### src/rtl/multicycle_sequencer_pkg.sv
`default_nettype none
// ============================================================================
//  Module      : multicycle_sequencer_pkg
//  Description : State/class encodings and strobe decode for the sequencer.
//  Revision    : 1.0 - initial release
// ============================================================================
package multicycle_sequencer_pkg;

  typedef enum logic [2:0] {
    ST_IDLE = 3'd0,
    ST_IF   = 3'd1,
    ST_ID   = 3'd2,
    ST_EX   = 3'd3,
    ST_MEM  = 3'd4,
    ST_WB   = 3'd5,
    ST_HALT = 3'd7
  } state_e;

  // RET has no code of its own: the decoder presents it as CLS_JUMP.
  typedef enum logic [2:0] {
    CLS_ALU    = 3'd0,
    CLS_LOAD   = 3'd1,
    CLS_STORE  = 3'd2,
    CLS_BRANCH = 3'd3,
    CLS_JUMP   = 3'd4,
    CLS_CALL   = 3'd5,
    CLS_NOP    = 3'd6,
    CLS_HALT   = 3'd7
  } cls_e;

  typedef struct packed {
    logic inst_en;
    logic reg_en;
    logic alu_en;
    logic mem_rd;
    logic mem_wr;
    logic reg_wr;
    logic pc_en;
    logic halted;
  } strobes_t;

  // Moore strobe decode from a state and the class latched for it.
  function automatic strobes_t decode_strobes(input state_e st, input cls_e cls);
    strobes_t s;
    s = '0;
    case (st)
      ST_IF: s.inst_en = 1'b1;
      ST_ID: begin
        s.reg_en = 1'b1;
        case (cls)
          CLS_JUMP, CLS_NOP: s.pc_en = 1'b1;
          CLS_CALL: begin
            s.pc_en  = 1'b1;
            s.reg_wr = 1'b1;
          end
          default: ;
        endcase
      end
      ST_EX: begin
        s.alu_en = 1'b1;
        if (cls == CLS_BRANCH) s.pc_en = 1'b1;
      end
      ST_MEM: begin
        s.mem_rd = (cls == CLS_LOAD);
        s.mem_wr = (cls == CLS_STORE);
      end
      ST_WB: begin
        s.reg_wr = 1'b1;
        s.pc_en  = 1'b1;
      end
      ST_HALT: s.halted = 1'b1;
      default: ;
    endcase
    return s;
  endfunction

endpackage
`default_nettype wire

### src/rtl/multicycle_sequencer_if.sv
`default_nettype none
// ============================================================================
//  Module      : multicycle_sequencer_if
//  Description : Decoder/memory-ready inputs and datapath strobes of the sequencer.
//  Revision    : 1.0 - initial release
// ============================================================================
interface multicycle_sequencer_if #(
  parameter int CNT_W = 16
);
  logic [2:0]       iclass;
  logic             imem_ready;
  logic             dmem_ready;
  logic [2:0]       state;
  logic             inst_en;
  logic             reg_en;
  logic             alu_en;
  logic             mem_rd;
  logic             mem_wr;
  logic             reg_wr;
  logic             pc_en;
  logic             retired;
  logic             halted;
  logic [CNT_W-1:0] retire_count;

  modport master (
    output iclass, imem_ready, dmem_ready,
    input  state, inst_en, reg_en, alu_en, mem_rd, mem_wr, reg_wr, pc_en,
    input  retired, halted, retire_count
  );

  modport slave (
    input  iclass, imem_ready, dmem_ready,
    output state, inst_en, reg_en, alu_en, mem_rd, mem_wr, reg_wr, pc_en,
    output retired, halted, retire_count
  );
endinterface
`default_nettype wire

### src/rtl/multicycle_sequencer.sv
`default_nettype none
// ============================================================================
//  Module      : multicycle_sequencer
//  Description : Multicycle IF/ID/EX/MEM/WB control FSM with retire counter.
//  Revision    : 1.0 - initial release
// ============================================================================
module multicycle_sequencer
  import multicycle_sequencer_pkg::*;
#(
  parameter int CNT_W = 16
) (
  input  logic                  clk,
  input  logic                  reset,
  multicycle_sequencer_if.slave bus
);

  state_e           r_state;
  cls_e             r_cls;
  strobes_t         r_str;
  logic [CNT_W-1:0] r_count;

  state_e           w_next_state;
  cls_e             w_next_cls;
  logic             w_store_done;
  logic             w_pc_en;

  // The class is captured on the edge into ID so ID's own strobes can use it.
  always_comb begin
    w_next_state = r_state;
    w_next_cls   = r_cls;
    case (r_state)
      ST_IDLE: w_next_state = ST_IF;
      ST_IF: begin
        if (bus.imem_ready) begin
          w_next_state = ST_ID;
          w_next_cls   = cls_e'(bus.iclass);
        end
      end
      ST_ID: begin
        case (r_cls)
          CLS_ALU, CLS_LOAD, CLS_STORE, CLS_BRANCH: w_next_state = ST_EX;
          CLS_HALT: w_next_state = ST_HALT;
          default:  w_next_state = ST_IF;
        endcase
      end
      ST_EX: begin
        case (r_cls)
          CLS_ALU:             w_next_state = ST_WB;
          CLS_LOAD, CLS_STORE: w_next_state = ST_MEM;
          default:             w_next_state = ST_IF;
        endcase
      end
      ST_MEM: begin
        if (bus.dmem_ready)
          w_next_state = (r_cls == CLS_LOAD) ? ST_WB : ST_IF;
      end
      ST_WB:   w_next_state = ST_IF;
      ST_HALT: w_next_state = ST_HALT;
      default: w_next_state = ST_IDLE;
    endcase
  end

  // A STORE retires in the MEM cycle that dmem_ready completes it, which
  // cannot be known a cycle early, so that one pc_en term is combinational.
  assign w_store_done = (r_state == ST_MEM) && (r_cls == CLS_STORE) && bus.dmem_ready;
  assign w_pc_en      = r_str.pc_en | w_store_done;

  always_ff @(posedge clk or posedge reset) begin
    if (reset) begin
      r_state <= ST_IDLE;
      r_cls   <= CLS_NOP;
      r_str   <= '0;
      r_count <= '0;
    end else begin
      r_state <= w_next_state;
      r_cls   <= w_next_cls;
      r_str   <= decode_strobes(w_next_state, w_next_cls);
      if (w_pc_en)
        r_count <= r_count + 1'b1;
    end
  end

  assign bus.state        = r_state;
  assign bus.inst_en      = r_str.inst_en;
  assign bus.reg_en       = r_str.reg_en;
  assign bus.alu_en       = r_str.alu_en;
  assign bus.mem_rd       = r_str.mem_rd;
  assign bus.mem_wr       = r_str.mem_wr;
  assign bus.reg_wr       = r_str.reg_wr;
  assign bus.pc_en        = w_pc_en;
  assign bus.retired      = w_pc_en;
  assign bus.halted       = r_str.halted;
  assign bus.retire_count = r_count;

endmodule
`default_nettype wire

### src/flat_wrapper.sv
// flat-port wrapper written by rule: the top's interface ports become plain ports
module multicycle_sequencer_flat import multicycle_sequencer_pkg::*;
#(
  parameter int CNT_W = 16
)
  (clk, reset, bus_iclass, bus_imem_ready, bus_dmem_ready, bus_state, bus_inst_en, bus_reg_en, bus_alu_en, bus_mem_rd, bus_mem_wr, bus_reg_wr, bus_pc_en, bus_retired, bus_halted, bus_retire_count);
  multicycle_sequencer_if #(.CNT_W(CNT_W)) bus_i ();
  input  logic clk;
  input  logic reset;
  input wire logic [$bits(bus_i.iclass)-1:0] bus_iclass;
  input wire logic [$bits(bus_i.imem_ready)-1:0] bus_imem_ready;
  input wire logic [$bits(bus_i.dmem_ready)-1:0] bus_dmem_ready;
  output wire logic [$bits(bus_i.state)-1:0] bus_state;
  output wire logic [$bits(bus_i.inst_en)-1:0] bus_inst_en;
  output wire logic [$bits(bus_i.reg_en)-1:0] bus_reg_en;
  output wire logic [$bits(bus_i.alu_en)-1:0] bus_alu_en;
  output wire logic [$bits(bus_i.mem_rd)-1:0] bus_mem_rd;
  output wire logic [$bits(bus_i.mem_wr)-1:0] bus_mem_wr;
  output wire logic [$bits(bus_i.reg_wr)-1:0] bus_reg_wr;
  output wire logic [$bits(bus_i.pc_en)-1:0] bus_pc_en;
  output wire logic [$bits(bus_i.retired)-1:0] bus_retired;
  output wire logic [$bits(bus_i.halted)-1:0] bus_halted;
  output wire logic [$bits(bus_i.retire_count)-1:0] bus_retire_count;
  assign bus_i.iclass = bus_iclass;
  assign bus_i.imem_ready = bus_imem_ready;
  assign bus_i.dmem_ready = bus_dmem_ready;
  assign bus_state = bus_i.state;
  assign bus_inst_en = bus_i.inst_en;
  assign bus_reg_en = bus_i.reg_en;
  assign bus_alu_en = bus_i.alu_en;
  assign bus_mem_rd = bus_i.mem_rd;
  assign bus_mem_wr = bus_i.mem_wr;
  assign bus_reg_wr = bus_i.reg_wr;
  assign bus_pc_en = bus_i.pc_en;
  assign bus_retired = bus_i.retired;
  assign bus_halted = bus_i.halted;
  assign bus_retire_count = bus_i.retire_count;
  multicycle_sequencer #(.CNT_W(CNT_W)) u_core (.clk(clk), .reset(reset), .bus(bus_i));
endmodule
### config.mk
export PLATFORM = sky130hd
export DESIGN_NAME = multicycle_sequencer_flat
export DESIGN_NICKNAME = d
export VERILOG_FILES = /design/src/rtl/multicycle_sequencer_pkg.sv /design/src/rtl/multicycle_sequencer_if.sv /design/src/rtl/multicycle_sequencer.sv /design/src/flat_wrapper.sv
export SDC_FILE = /design/constraint.sdc
export NUM_CORES = 1
export LEC_CHECK = 0
export CORE_AREA = 2 2 58 60
export CTS_CLUSTER_DIAMETER = 40
export CTS_CLUSTER_SIZE = 30
export DETAILED_ROUTE_END_ITERATION = 8
export DIE_AREA = 0 0 60 62
export HOLD_SLACK_MARGIN = 0.08
export PLACE_DENSITY = 0.78
export SYNTH_ARGS = -nofsm -noshare
export SYNTH_HDL_FRONTEND = slang
export SYNTH_SLANG_ARGS = --single-unit
### constraint.sdc
create_clock -name clk -period 2 [get_ports clk]
set_clock_uncertainty 0.05 [all_clocks]
set_input_delay 0.4 -clock clk [delete_from_list [all_inputs] [get_ports clk]]
set_output_delay 0.4 -clock clk [all_outputs]
set_load 0.02 [all_outputs]
== After elaboration in Yosys (flattened, before gate mapping) ==
Index checks and enable logic that the tools add are counted.
Word-level totals
  word-level logic and storage cells: 61
  output and inout port bits: 28
  register bits after elaboration: 30
Operators by class
  bitwise operators: 1
  eq/ne operators: 22
  mux-type cells: 18
  $add $sub $neg: 1
  reduce and logical (&&, ||, !) cells: 8
Operators by type and width (count)
  3-bit == test (second input constant): 10
  3-bit by 2-bit == test with 1-bit output (second input constant): 8
  3-bit one-hot mux with 6 select lines: 1
  16-bit by 1-bit adder with 16-bit output (second input constant): 1
  3-bit 2-to-1 mux: 5
  3-bit by 1-bit == test with 1-bit output (second input constant): 4
  3-bit one-hot mux with 2 select lines: 2
  1-bit 2-to-1 mux: 7
  3-bit zero test: 2
  2-bit OR reduction: 2
  4-bit OR reduction: 1
  1-bit one-hot mux with 3 select lines: 1
  3-bit OR reduction: 1
  1-bit logical AND: 2
  2-bit 2-to-1 mux: 1
  1-bit one-hot mux with 2 select lines: 1
  1-bit OR: 1

== Depth between registers and ports, before layout ==
Gate-level depths: netlist of run 1.
  word-level depth: 6
  mapped depth: 6

== Worst setup path before layout of run 1 ==
No wires, ideal clock.
  path type: register to output
  start point: register u_core.r_state[0] (netlist: u_core.bus.state[0])
  end point: output bus_retired
  setup slack: 0.091 ns
  cell stages (with the launch flop): 6
  arrival time: 1.459 ns
  path buffers: 2
  cells stage by stage: dfrtp_1 > buf_6 > and2b_2 > a41oi_4 > inv_1 > buf_4
Between the ends
  word-level cells in the longest chain between the ends: 4
RTL lines
  from (decl): line multicycle_sequencer.sv:17  | state_e r_state;
  from (signal assigned): line multicycle_sequencer.sv:75  | r_state <= w_next_state;
  3-bit == test: line multicycle_sequencer.sv:65  | assign w_store_done = (r_state == ST_MEM) && (r_cls == CLS_STORE) && bus.dmem_ready;
  1-bit logical AND (2 in series): line multicycle_sequencer.sv:65
  1-bit OR: line multicycle_sequencer.sv:66  | assign w_pc_en = r_str.pc_en | w_store_done;
  to (decl): line flat_wrapper.sv:21  | output wire logic [$bits(bus_i.retired)-1:0] bus_retired;
No other way between the ends.

== Final worst setup path of run 1 ==
  start point: input bus_dmem_ready
  end point: output bus_pc_en
Between the ends
  word-level cells in the longest chain between the ends: 2
RTL lines
  from (decl): line flat_wrapper.sv:12  | input wire logic [$bits(bus_i.dmem_ready)-1:0] bus_dmem_ready;
  1-bit logical AND: line multicycle_sequencer.sv:65
  1-bit OR: line multicycle_sequencer.sv:66
  to (decl): line flat_wrapper.sv:20  | output wire logic [$bits(bus_i.pc_en)-1:0] bus_pc_en;
No other way between the ends.

==> metrics.txt, run 1 <==
# TYPE chip_impl_metric gauge
chip_impl_metric{name="synth_largest_type_area_fraction",unit=""} 0.473
chip_impl_metric{name="first_pass_iters",unit=""} 4
chip_impl_info{name="timing.critical_path.cells",value="clkdlybuf4s50_1 -> and2b_2 -> a41oi_4 -> inv_2 -> buf_2"} 1
chip_impl_metric{name="antennaDiodeCount",unit=""} 0
chip_impl_metric{name="wire_length_of_the_first_global_routing_pass",unit="mm"} 4.93
chip_impl_metric{name="place_hpwl",unit="mm"} 2.26
chip_impl_metric{name="tritoncts.num_buffers",unit=""} 5
chip_impl_metric{name="worstSkewPairLatency",unit="ps"} 330
chip_impl_metric{name="grt_pass1_vias",unit=""} 1100
chip_impl_metric{name="initial_utilization",unit=""} 0.466
chip_impl_metric{name="critical_path.max_fanout",unit=""} 3
chip_impl_metric{name="drv_slew",unit=""} 0
chip_impl_info{name="setup.worst_path.class",value="in2out"} 1
chip_impl_info{name="worstSetupStartpoint",value="bus_dmem_ready"} 1
chip_impl_metric{name="fp.dieH",unit="um"} 62
chip_impl_metric{name="post_cts_setup_buffers",unit=""} 0
chip_impl_metric{name="core.rowCount",unit=""} 21
chip_impl_metric{name="synth.avg_cell_area",unit="sq um"} 11.2
chip_impl_info{name="dominantRegCellSynth",value="sky130_fd_sc_hd__dfrtp_1"} 1
chip_impl_metric{name="intPower",unit="mW"} 1.45
chip_impl_metric{name="congestion_overflow_gr",unit=""} 0
chip_impl_info{name="cts_root_buffer",value="sky130_fd_sc_hd__clkbuf_4"} 1
chip_impl_info{name="worstSetupEndpointType",value="primary output"} 1
chip_impl_metric{name="routed_via_density",unit=""} 5.18
chip_impl_info{name="cts_tree",value="built"} 1
chip_impl_metric{name="hold_violations",unit=""} 0
chip_impl_info{name="netlist_top_cells_area",value="sky130_fd_sc_hd__dfrtp_1 47%, sky130_fd_sc_hd__xor2_1 6.5%, sky130_fd_sc_hd__dfstp_2 3.5%, sky130_fd_sc_hd__nand2_1 3.3%, sky130_fd_sc_hd__xnor2_1 3.0%"} 1
chip_impl_metric{name="power_frac_clock",unit=""} 0.139
chip_impl_metric{name="synth.yosys.seq_area_share",unit=""} 0.508
chip_impl_metric{name="worst_slack",unit="ps"} 72.8
chip_impl_metric{name="die_width",unit="um"} 60
chip_impl_metric{name="final_nets",unit=""} 185
chip_impl_metric{name="fmax",unit="MHz"} 519
chip_impl_metric{name="post-layout-total-power",unit="mW"} 2.44
chip_impl_metric{name="tightestPinTransition",unit="ps"} 379
chip_impl_metric{name="design.die.area",unit="sq um"} 3720
chip_impl_metric{name="gp_congestion",unit=""} 0.875
chip_impl_metric{name="numClockSinks",unit=""} 30
chip_impl_info{name="hold_path.class",value="in2async"} 1
chip_impl_metric{name="drt_wl_total",unit="mm"} 3.16
chip_impl_metric{name="synth_enable_flop_cells",unit=""} 0
chip_impl_metric{name="ctsLongestPathBuffers",unit=""} 2
chip_impl_metric{name="arrival_time_worst_endpoint",unit="ps"} 1480
chip_impl_metric{name="routedWlPerCell",unit="um"} 14.2
chip_impl_metric{name="vdd_ir_drop_max",unit="mV"} 0.841
chip_impl_metric{name="grt_start_max_net_pins",unit=""} 31
chip_impl_metric{name="ctsHtreeMaxLevel",unit=""} 2
chip_impl_metric{name="floorplan.io_pins",unit=""} 35
chip_impl_metric{name="use_met2",unit=""} 0.315
chip_impl_metric{name="ctsHoldBuffers",unit=""} 0
chip_impl_metric{name="gr-usage-met3",unit=""} 0.0745
chip_impl_metric{name="flow.area_growth_from_synthesis",unit="%"} 31.2
chip_impl_metric{name="power.static_leakage",unit="nW"} 0.886
chip_impl_metric{name="drt.antenna.violating_nets",unit=""} 0
chip_impl_metric{name="p_comb_frac",unit=""} 0.488
chip_impl_metric{name="fin_hold_ws",unit="ps"} 382
chip_impl_metric{name="ys_warn_count",unit=""} 0
chip_impl_metric{name="design.core.area",unit="sq um"} 3180
chip_impl_info{name="run_status",value="finished, final reports clean"} 1
chip_impl_info{name="synth_commonest_cells",value="28 x sky130_fd_sc_hd__dfrtp_1, 13 x sky130_fd_sc_hd__nand2_1, 11 x sky130_fd_sc_hd__xor2_1, 7 x sky130_fd_sc_hd__nand3_1, 6 x sky130_fd_sc_hd__inv_1"} 1
chip_impl_metric{name="global_route.usage.met1",unit=""} 0.211
chip_impl_info{name="synth_largest_area_cell",value="sky130_fd_sc_hd__dfrtp_1"} 1
chip_impl_metric{name="synthDistinctLibCells",unit=""} 42
chip_impl_info{name="regToRegStartpoint",value="u_core.r_cls[1]"} 1
chip_impl_metric{name="pre_cts_ws",unit="ps"} -360
chip_impl_metric{name="slew_headroom",unit=""} 0.748
chip_impl_metric{name="synthesis.area",unit="sq um"} 1480
chip_impl_metric{name="seq_power_share",unit=""} 0.374
chip_impl_info{name="grt_setup_unrepaired",value="no"} 1
chip_impl_info{name="busiest_layer",value="met2"} 1
chip_impl_metric{name="global_route.usage.total",unit=""} 0.187
chip_impl_metric{name="post_synth_inst_count",unit=""} 132
chip_impl_metric{name="cp_data_required_time",unit="ps"} 1550
chip_impl_metric{name="grt_antenna_before_repair",unit=""} 0
chip_impl_info{name="crit_path_start_kind",value="input pin"} 1
chip_impl_metric{name="final-setup-viol-count",unit=""} 0
chip_impl_metric{name="syn-num-nets",unit=""} 140
chip_impl_metric{name="layout_worst_path_cycle_share",unit=""} 0.964
chip_impl_metric{name="drc_errors",unit=""} 0
chip_impl_metric{name="min_clock_period_post_route",unit="ps"} 1930
chip_impl_info{name="cpMaxStageDelayCell",value="sky130_fd_sc_hd__clkdlybuf4s50_1"} 1
chip_impl_metric{name="power_switching_share",unit=""} 0.404
chip_impl_metric{name="finalSetupTns",unit="ps"} 0
chip_impl_metric{name="layout-drive-gt1-share",unit=""} 0.203
chip_impl_metric{name="cts_resized",unit=""} 9
chip_impl_metric{name="n_fill_cell",unit=""} 298
chip_impl_metric{name="worst_path_largest_cell_delay",unit="ps"} 430
chip_impl_metric{name="r2r_setup_slk",unit="ps"} 190
chip_impl_metric{name="synth_async_sr_flop_share",unit=""} 1.00
chip_impl_metric{name="max-cap-violations",unit=""} 0
chip_impl_metric{name="initial_detailed_routing_violation_count",unit=""} 20
chip_impl_metric{name="vias",unit=""} 1155
chip_impl_metric{name="synth.ff_latch_count",unit=""} 30
chip_impl_metric{name="place.port_buffers",unit=""} 34
chip_impl_metric{name="power.density",unit="nW/um^2"} 1250
chip_impl_metric{name="switching_power",unit="mW"} 0.985
chip_impl_metric{name="clkSlewWorstSetupHoldPaths",unit="ps"} 100
chip_impl_info{name="synthMostInstantiatedCell",value="sky130_fd_sc_hd__dfrtp_1"} 1
[cell usage in the layout (no fill, tap or decap), drive strengths merged, types with 4 or more instances in the layout]
cell type / n
nand2: 13
nor4b: 4
dfrtp: 28
nor2: 5
nand3: 7
xnor2: 5
xor2: 11
nand4: 5
clkdlybuf4s50: 32
clkbuf: 5
inv: 6
buf: 13
nor4: 4
[sequential cells by signal (all words and copies together), names as in the netlist]
name                     cells
u_core.bus.alu_en            1
u_core.bus.halted            1
u_core.bus.inst_en           1
u_core.bus.mem_rd            1
u_core.bus.mem_wr            1
u_core.bus.reg_en            1
u_core.bus.reg_wr            1
u_core.bus.retire_count     16
u_core.bus.state             3
u_core.r_cls                 3
u_core.r_str                 1
[final cells by class]
class | instances | area, sq um | share of cell area
Clock buffer | 5 | 37.5 | 0.0193
Clock inverter | 2 | 10.0 | 0.00515
Inverter | 6 | 22.5 | 0.0116
Multi-Input combinational cell | 89 | 648 | 0.334
Sequential cell | 30 | 754 | 0.388
Tap cell | 46 | 57.6 | 0.0296
Timing Repair Buffer | 45 | 413 | 0.212
[final timing paths]
check	cells after the start	endpoint
worst max-delay path	5	bus_pc_en
worst min-delay path	3	u_core.bus.retire_count[6]
worst max register to register	5	u_core.bus.mem_rd
worst min register to register	1	u_core.bus.retire_count[15]
max in group asynchronous	3	u_core.r_cls[2]
min in group clk	1	u_core.bus.retire_count[15]
[per-stage QoR]
stage | cells | utilization | instance area (sq um)
2_1_floorplan | 132 | - | 1480
3_3_place_gp | 216 | 0.598 | 1900
3_5_place_dp | 216 | 0.598 | 1900
4_1_cts | 223 | 0.610 | 1940
5_1_grt | 223 | 0.611 | 1940
6_report | 223 | 0.611 | 1940
[layer usage]
metal	vias to the layer above	routed length (um)
li1	547	-
met1	566	1310
met2	36	1620
met3	6	183
met4	0	54
met5	-	0
[worst max-delay path, delay by kind of cell]
kind,cells,cell delay (ps)
AND/OR/NAND/NOR,1,240
buffers and inverters,3,650
AO/OA/AOI/OAI,1,190
[cell families after synthesis]
group | synth area share
adder cells (fa/ha/maj) | 0.00844
buffers and inverters | 0.0566
flip-flops | 0.508
AND/OR/NAND/NOR | 0.247
AO/OA/AOI/OAI | 0.0642
XOR/XNOR | 0.0946
multiplexers | 0.0211
[power by group through the flow]
stage	clock network, mW	logic [mW]	registers [mW]
after floorplan	0	0.662	1.02
after global placement	0	1.17	0.908
after CTS	0.347	1.19	0.912
after global routing	0.383	1.29	0.933
after detailed placement	0	1.21	0.921
final	0.338	1.19	0.910
No activity file was read; power rests on OpenSTA's default activity.
==> run 2, diff against run 1 <==
CORE_AREA = 2 2 61 58   (was 2 2 58 60)
DIE_AREA = 0 0 63 60   (was 0 0 60 62)
PLACE_DENSITY = 0.77   (was 0.78)
==> run 2 against run 1 <==
  * Wire length shrank 1.7%
  * First-iteration DRC count is 110% higher
  * Maximum frequency decreased by 0.42%
  * Register-to-register slack better by 50 ps
  * Combinational power about the same
  * Sequential power is 2.3% lower
  * Largest cell class unchanged
  * Critical path depth did not move
==> metrics.txt, run 2 (synthesis gave the netlist of run 1 again) <==
# TYPE chip_impl_metric gauge
chip_impl_metric{name="worstSkewPairLatency",unit="ps"} 330
chip_impl_metric{name="ctsLongestPathBuffers",unit=""} 2
chip_impl_info{name="regToRegStartpoint",value="u_core.bus.state[2]"} 1
chip_impl_info{name="run_status",value="finished, final reports clean"} 1
chip_impl_metric{name="r2r_setup_slk",unit="ps"} 240
chip_impl_metric{name="final_nets",unit=""} 184
chip_impl_metric{name="layout_worst_path_cycle_share",unit=""} 0.968
chip_impl_metric{name="clkSlewWorstSetupHoldPaths",unit="ps"} 90
chip_impl_metric{name="initial_utilization",unit=""} 0.466
chip_impl_metric{name="wire_length_of_the_first_global_routing_pass",unit="mm"} 5.22
chip_impl_metric{name="worst-r2r-cell-count",unit=""} 5
chip_impl_metric{name="congestion_overflow_gr",unit=""} 0
chip_impl_metric{name="max-cap-violations",unit=""} 0
chip_impl_metric{name="grt_antenna_before_repair",unit=""} 0
chip_impl_metric{name="routedWlPerCell",unit="um"} 14.1
chip_impl_metric{name="hold_violations",unit=""} 0
chip_impl_metric{name="n_fill_cell",unit=""} 286
chip_impl_metric{name="cp_data_required_time",unit="ps"} 1550
chip_impl_metric{name="vdd_ir_drop_max",unit="mV"} 0.734
chip_impl_metric{name="fp.dieH",unit="um"} 60
chip_impl_metric{name="grt_pass1_vias",unit=""} 1172
chip_impl_metric{name="drv_slew",unit=""} 0
chip_impl_metric{name="global_route.usage.total",unit=""} 0.185
chip_impl_metric{name="drt_wl_total",unit="mm"} 3.11
chip_impl_metric{name="intPower",unit="mW"} 1.48
chip_impl_metric{name="final-setup-viol-count",unit=""} 0
chip_impl_metric{name="design.core.area",unit="sq um"} 3180
chip_impl_metric{name="power.density",unit="nW/um^2"} 1250
chip_impl_metric{name="final_instance_area",unit="sq um"} 1940
chip_impl_info{name="crit_path_start_kind",value="input pin"} 1
chip_impl_metric{name="min_clock_period_post_route",unit="ps"} 1940
chip_impl_metric{name="pre_cts_ws",unit="ps"} -346
chip_impl_metric{name="core.rowCount",unit=""} 20
chip_impl_metric{name="place.port_buffers",unit=""} 34
chip_impl_metric{name="drt.antenna.violating_nets",unit=""} 0
chip_impl_info{name="worstSetupStartpoint",value="bus_dmem_ready"} 1
chip_impl_metric{name="die_width",unit="um"} 63
chip_impl_info{name="grt_setup_unrepaired",value="no"} 1
chip_impl_metric{name="fin_hold_ws",unit="ps"} 379
chip_impl_metric{name="multi_input_area",unit="sq um"} 644
chip_impl_metric{name="cts_resized",unit=""} 8
chip_impl_info{name="final_cell_mix",value="32 x sky130_fd_sc_hd__clkdlybuf4s50_1, 28 x sky130_fd_sc_hd__dfrtp_1, 13 x sky130_fd_sc_hd__nand2_1"} 1
chip_impl_metric{name="tightestPinTransition",unit="ps"} 622
chip_impl_info{name="worstSetupEndpointType",value="primary output"} 1
chip_impl_metric{name="power.static_leakage",unit="nW"} 0.888
chip_impl_metric{name="post_cts_setup_buffers",unit=""} 0
chip_impl_metric{name="place_hpwl",unit="mm"} 2.19
chip_impl_metric{name="antennaDiodeCount",unit=""} 0
chip_impl_metric{name="arrival_time_worst_endpoint",unit="ps"} 1490
chip_impl_metric{name="first_pass_iters",unit=""} 4
chip_impl_metric{name="switching_power",unit="mW"} 0.957
chip_impl_metric{name="power_switching_share",unit=""} 0.393
chip_impl_metric{name="initial_detailed_routing_violation_count",unit=""} 43
chip_impl_metric{name="layout-drive-gt1-share",unit=""} 0.181
chip_impl_info{name="setup.worst_path.class",value="in2out"} 1
chip_impl_metric{name="flow.area_growth_from_synthesis",unit="%"} 31.0
chip_impl_metric{name="seq_power_share",unit=""} 0.365
chip_impl_metric{name="placement.cell_area",unit="sq um"} 1890
chip_impl_metric{name="utilization",unit=""} 0.611
chip_impl_metric{name="p_comb_frac",unit=""} 0.481
chip_impl_metric{name="dpl.cell_count",unit=""} 213
chip_impl_info{name="hold_path.class",value="in2async"} 1
chip_impl_info{name="worst_r2r_endpoint",value="u_core.bus.mem_wr"} 1
chip_impl_metric{name="tritoncts.num_buffers",unit=""} 5
chip_impl_metric{name="ctsHoldBuffers",unit=""} 0
chip_impl_metric{name="flip_flop_count_of_the_largest_register_all_copies_and_words_added",unit=""} 16
chip_impl_metric{name="power_frac_clock",unit=""} 0.154
chip_impl_metric{name="critical_path.max_fanout",unit=""} 3
chip_impl_metric{name="numClockSinks",unit=""} 30
chip_impl_metric{name="area.sequential",unit="sq um"} 753
chip_impl_metric{name="routed_via_density",unit=""} 5.33
chip_impl_metric{name="fmax",unit="MHz"} 517
chip_impl_info{name="cts_root_buffer",value="sky130_fd_sc_hd__clkbuf_4"} 1
chip_impl_metric{name="final-instance-count-excl-fill",unit=""} 221
chip_impl_metric{name="worst_slack",unit="ps"} 64.7
chip_impl_metric{name="slew_headroom",unit=""} 0.585
chip_impl_info{name="cts_tree",value="built"} 1
chip_impl_metric{name="vias",unit=""} 1179
chip_impl_metric{name="design.die.area",unit="sq um"} 3780
chip_impl_info{name="layout_commonest_cell",value="sky130_fd_sc_hd__clkdlybuf4s50_1"} 1
chip_impl_metric{name="floorplan.io_pins",unit=""} 35
chip_impl_metric{name="drc_errors",unit=""} 0
chip_impl_metric{name="gp_congestion",unit=""} 0.850
chip_impl_metric{name="grt_start_max_net_pins",unit=""} 31
chip_impl_metric{name="ctsHtreeMaxLevel",unit=""} 2
run 2: critical path, stage by stage:
cell and delay, ps:
sky130_fd_sc_hd__clkdlybuf4s50_1 420, sky130_fd_sc_hd__and2b_2 230, sky130_fd_sc_hd__a41oi_4 180, sky130_fd_sc_hd__inv_1 90
sky130_fd_sc_hd__buf_2 160
run 2: power by group through the flow:
stage	registers [mW]	logic, mW	clock network, mW
finish	0.889	1.17	0.374
detailed placement	0.902	1.19	0
global route	0.910	1.27	0.410
CTS	0.892	1.18	0.381
floorplan	1.02	0.662	0
global placement	0.899	1.18	0
run 2: per-layer routing:
| metal | global-route usage | part of all wire | up-vias |
|---|---|---|---|
| met2 | 0.296 | 0.47 | 56 |
| met3 | 0.0659 | 0.075 | 8 |
| met5 | 0 | 0 | - |
| li1 | - | - | 550 |
| met4 | 0.0952 | 0.024 | 0 |
| met1 | 0.223 | 0.43 | 565 |
run 2: area by class of cell:
| cell class | count | area share |
|---|---|---|
| Timing Repair Buffer | 44 | 0.209 |
| Inverter | 6 | 0.0116 |
| Multi-Input combinational cell | 89 | 0.332 |
| Clock buffer | 7 | 0.0284 |
| Clock inverter | 1 | 0.00258 |
| Tap cell | 44 | 0.0284 |
| Sequential cell | 30 | 0.388 |
run 2: how the worst max path moves through the flow:
stage / end / slack, ps
floorplan: bus_retired / 90
global placement: bus_pc_en / -340
detailed placement: bus_pc_en / -350
CTS: bus_pc_en / 50
global route: bus_pc_en / 3
finish: bus_retired / 60
run 2: stage by stage:
step                      power [mW]  setup TNS (ps)
after floorplan                 1.68               0
after global routing            2.59               0
after detailed placement        2.09           -1140
after CTS                       2.45               0
final                           2.43               0
after global placement          2.08            -820
==> run 3, diff against run 2 <==
HOLD_SLACK_MARGIN = 0.12   (was 0.08)
==> results of run 3 <==
Same layout as run 2: the final DEF is identical, and so are final timing and power.
